## config.mk

```make
export PLATFORM = sky130hd
export DESIGN_NAME = y_signature_misr
export DESIGN_NICKNAME = d
export VERILOG_FILES = /design/src/rtl/y_signature_misr.sv
export SDC_FILE = /design/constraint.sdc
export NUM_CORES = 1
export LEC_CHECK = 0
export ABC_CLOCK_PERIOD_IN_PS = 2700
export CAP_MARGIN = 20
export CORE_AREA = 2 2 121 123
export DETAILED_ROUTE_END_ITERATION = 8
export DIE_AREA = 0 0 123 125
export DONT_BUFFER_PORTS = 1
export GPL_TIMING_DRIVEN = 0
export HOLD_SLACK_MARGIN = 0.15
export PLACE_DENSITY_LB_ADDON = 0.25
export REMOVE_ABC_BUFFERS = 1
export SLEW_MARGIN = 20
export SYNTH_ARGS = -nofsm -noshare
export SYNTH_HDL_FRONTEND = slang
export SYNTH_SLANG_ARGS = --single-unit
export TNS_END_PERCENT = 20
```

## constraint.sdc

```tcl
create_clock -name clk -period 2.7 [get_ports clk]
set_clock_uncertainty 0.15 [all_clocks]
set_input_delay 0.54 -clock clk [delete_from_list [all_inputs] [get_ports clk]]
set_output_delay 0.54 -clock clk [all_outputs]
set_load 0.01 [all_outputs]
```

## src/rtl/y_signature_misr.sv

```systemverilog
// ---------------------------------------------------------------------------
// y_signature_misr
//
// Compresses the output bus of a DUT under equivalence test into a MISR
// signature. A run is requested with start and a sample count; the block then
// absorbs one y word per clock, without stalling, and pulses done once the
// requested number of samples has been absorbed.
//
// Ports
//   clk        in   sole clock, rising edge
//   rst_n      in   asynchronous active-low reset
//   start      in   run request, only honoured in IDLE
//   cycles     in   16  samples in the run, latched when start is accepted
//   y          in   Y_W DUT output bus being signed
//   busy       out  high while a run is absorbing samples
//   done       out  one-cycle pulse after the last sample (or a 0-length run)
//   signature  out  SIG_W current / final MISR value
//   sample_cnt out  16  samples absorbed in the current or last run
// ---------------------------------------------------------------------------
module y_signature_misr #(
    parameter int               Y_W   = 246,
    parameter int               SIG_W = 32,
    parameter logic [SIG_W-1:0] POLY  = 32'h04C11DB7,
    parameter logic [SIG_W-1:0] SEED  = 32'hFFFFFFFF
) (
    input  logic             clk,
    input  logic             rst_n,
    input  logic             start,
    input  logic [15:0]      cycles,
    input  logic [Y_W-1:0]   y,
    output logic             busy,
    output logic             done,
    output logic [SIG_W-1:0] signature,
    output logic [15:0]      sample_cnt
);

    // y is zero-extended up to a whole number of signature-wide words.
    localparam int NWORDS = (Y_W + SIG_W - 1) / SIG_W;
    localparam int EXT_W  = NWORDS * SIG_W;

    typedef enum logic [1:0] {
        IDLE = 2'd0,
        RUN  = 2'd1,
        DONE = 2'd2
    } state_t;

    state_t           state;
    state_t           state_next;
    logic [15:0]      cycles_lat;
    logic [15:0]      cnt_inc;
    logic [EXT_W-1:0] y_ext;
    logic [SIG_W-1:0] fold;

    // One MISR shift: Galois-style feedback of the outgoing MSB, then the
    // folded input word is mixed in.
    function automatic logic [SIG_W-1:0] misr_step(input logic [SIG_W-1:0] sig,
                                                   input logic [SIG_W-1:0] word);
        return {sig[SIG_W-2:0], 1'b0} ^ (sig[SIG_W-1] ? POLY : '0) ^ word;
    endfunction

    assign cnt_inc = sample_cnt + 16'd1;

    always_comb begin
        y_ext          = '0;
        y_ext[Y_W-1:0] = y;
        fold           = '0;
        for (int i = 0; i < NWORDS; i++) begin
            fold = fold ^ y_ext[i*SIG_W +: SIG_W];
        end
    end

    always_comb begin
        state_next = state;
        case (state)
            IDLE: begin
                if (start) begin
                    // A zero-length run still reports completion via DONE.
                    state_next = (cycles == 16'd0) ? DONE : RUN;
                end
            end
            RUN: begin
                if (cnt_inc == cycles_lat) begin
                    state_next = DONE;
                end
            end
            DONE:    state_next = IDLE;
            default: state_next = IDLE;
        endcase
    end

    always_ff @(posedge clk or negedge rst_n) begin
        if (!rst_n) begin
            state <= IDLE;
        end else begin
            state <= state_next;
        end
    end

    // busy/done are registered from the next state so they line up exactly
    // with the cycles spent in RUN and DONE.
    always_ff @(posedge clk or negedge rst_n) begin
        if (!rst_n) begin
            busy       <= 1'b0;
            done       <= 1'b0;
            signature  <= '0;
            sample_cnt <= '0;
            cycles_lat <= '0;
        end else begin
            busy <= (state_next == RUN);
            done <= (state_next == DONE);
            case (state)
                IDLE: begin
                    if (start) begin
                        signature  <= SEED;
                        sample_cnt <= '0;
                        cycles_lat <= cycles;
                    end
                end
                RUN: begin
                    signature  <= misr_step(signature, fold);
                    sample_cnt <= cnt_inc;
                end
                default: begin
                end
            endcase
        end
    end

endmodule

```

==> metrics.txt <==
RSZ-0062 raised after global routing=false; hold crit path type=primary input to flip-flop; clk sink count=68; Site Rows=44; synthesized area per cell=9.45 um^2; Max-Slew Margin vs Limit=31.9%; flip-flop and latch area=1700 um^2; Peak Freq=0.403 GHz; largest cells by area after synthesis=xnor2_1 39%, dfrtp_1 30%, xor2_1 4.3%; CTS tree=built; Cell Int Power=3810 uW; Power Dens Cells=1020 nW/um^2; leading cell type in the layout, fill and taps excluded=xnor2_1; R2R Setup Slk=0.22 ns; Comb pwr share=45.0%; Routed WL per cell=20.5 um; synth unique cells=46; Yosys reg bits=68; vias=4158; Max Buffers Root-to-Sink=2; Fillers=1408; Post-DP HPWL=12800 um; Lkg Pwr=0.00211 uW; area of the mapped netlist=5640 um^2; Tot Pwr=6270 uW; Post-synth EDFFs=0; # setup viols final=0; Hold Fails Final Rpt=0; share of layout cells above drive strength 1=8.81%; area leader, netlist=xnor2_1; register area share after synthesis=30.2%; fin nets=852; DR pass1 iterations=6; Peak VDD IR=0.000512 V; Worst Hold Path EP=cycles_lat[8]; Critical Path RT=2.78 ns; vias in the first global route=4109; status=finished clean; Gate Count Post-Synth=597; Synth top area share=39.0%; # DRC=0; sequential power share=36.1%; clock root cell=clkbuf_16; die area=15400 um^2; first-pass GRT wire length=23600 um; die width=123 um; largest net degree at the start of global routing=69; most frequent cells in the layout=251 x xnor2_1, 67 x dfrtp_1, 41 x nor2_1, 41 x a21oi_1, 28 x xor2_1; Worst Min Path Start=cycles[8]; Yosys warnings=0; Max Fanout on Critical Path=8; initial antenna violation count=0; clock share of power=18.9%; Switching Fraction=39.1%; critical-path cell list=ha_1 -> and4_4 -> nand2b_4 -> o211a_1 -> a211oi_1 -> nor4_2 -> a22o_1; Slew Viols, Final=0; Max stage delay on crit path=0.51 ns; chip height=125 um; NetSw=2450 uW; max-cap violations=0; setup tns final=0 ns; total grt overflow=0; slew of the pin with the lowest slew margin=1.02 ns; WHS=0.200 ns; clk slew on worst S/H paths=0.06 ns; RD Place Congestion=0.869; CP Capture Type=flip-flop; top-level port count=315; drt via density=5.37; initial detailed-routing violation count=296; worst reg2reg endpoint=done; Starting Density=39.7%; met1 wire length=6030 um; DP Cell Count=757; kind of critical path=flip-flop to flip-flop; WL met3=1400 um; Hold Path Cell Cnt=1; R2R depth=7; Layout Cells excl Fill=774; Slowest cell on crit path=dfrtp_1; Main synth FF type=dfrtp_1; Num CTS Buffers=9; met2 wire len=8170 um; GRT Util Overall=20.5%; Multi-input gate area=3800 um^2; Final period util=91.9%; Post-CTS Setup Repair Bufs=0; area grow syn2layout=8.90%; diodes inserted=0; Arr. time, crit path=2.56 ns; Critical Path Start Type=flip-flop; Clock H-tree levels=3; # port buffers=0; reg2reg start=sample_cnt[0]; Post-synth ARST share=100%; core area=14200 um^2; max layer used=met4; Post-DRT Antenna Nets=0; worst skew pair latency=0.34 ns; Post-Route WL=15900 um; Tmin final=2.48 ns
==> Yosys cell counts (2+ instances only) <==
cell	instances
nor4_1	5
nand4_1	8
buf_2	6
buf_6	4
nor3_2	2
buf_4	3
nor3_1	5
and3_1	3
a21o_1	2
xor2_1	28
nand2_1	21
and4_4	2
nor2_1	42
o31ai_1	5
nand3_1	8
a31oi_1	3
a21oi_1	41
o211ai_1	2
nor4_2	3
xnor2_1	251
clkbuf_1	14
a22o_1	4
dfrtp_1	68
and4_1	2
o22ai_1	2
nor3b_1	4
nor2b_1	4
o211a_1	2
nand3b_1	2
mux2_2	16
o21ai_0	20
==> registers in the layout (all words and copies together) (netlist names) <==
register and cells:
sample_cnt 16, done 1, signature 32, state 2
busy 1, cycles_lat 16
==> worst max-delay path, delay by kind of cell, from the launching register on <==
kind	cells	cell delay, ns
AOI/OAI and AO/OA	3	0.80
DFF	1	0.51
adders and majority gates	1	0.36
and+or+nand+nor	3	0.55
==> cell type report <==
class | instances | share of cell area [%]
clock inverter | 4 | 0.815
tap | 184 | 3.75
timing repair buffer | 6 | 1.81
multi-input combinational | 501 | 61.9
sequential | 68 | 27.7
clock buffer | 11 | 3.95
==> stage by stage <==
step                      utilization, %  setup slack [ns]  cell area, um^2
after floorplan                        -            0.0550             5490
after global placement              40.2             -1.13             5720
after detailed placement            40.9             0.257             5810
after CTS                           43.2             0.221             6140
after global routing                43.2            0.0171             6140
final                               43.2             0.218             6140
==> worst max path at each step <==
stage                   from             end  cells after the start
4_1_cts        sample_cnt[0]            busy                      7
3_5_place_dp   sample_cnt[0]            done                      7
6_report       sample_cnt[0]            done                      7
2_1_floorplan          start            busy                      4
5_1_grt        sample_cnt[0]            busy                      7
3_3_place_gp        state[1]  sample_cnt[11]                      5
==> per-layer routing <==
metal / up-vias / track usage (%)
li1: 1960 / -
met1: 1990 / 24.6
met2: 187 / 34.9
met3: 21 / 6.57
met4: 0 / 5.75
met5: - / 0
==> kinds of logic after synthesis <==
logic type	share of synthesized area, %
DFF	30.2
AOI/OAI and AO/OA	8.72
and+or+nand+nor	11.6
buffers and inverters	2.73
muxes	3.19
adders and majority gates	0.222
xor gates and xnor gates	43.3
==> power groups by stage <==
stage          clock, uW  sequential, uW  combinational (uW)
2_1_floorplan          0            2050                2450
5_1_grt             1260            2340                3120
4_1_cts             1220            2270                2850
6_report            1190            2260                2820
3_3_place_gp           0            2270                2710
3_5_place_dp           0            2290                2810
==> repair_timing <==
action	4_1_cts	5_1_grt
hold buffers	2	0
hold endpoints to repair	68	0
setup endpoints to repair	0	2
resized for setup	0	1
(Power assumes the default switching activity.)
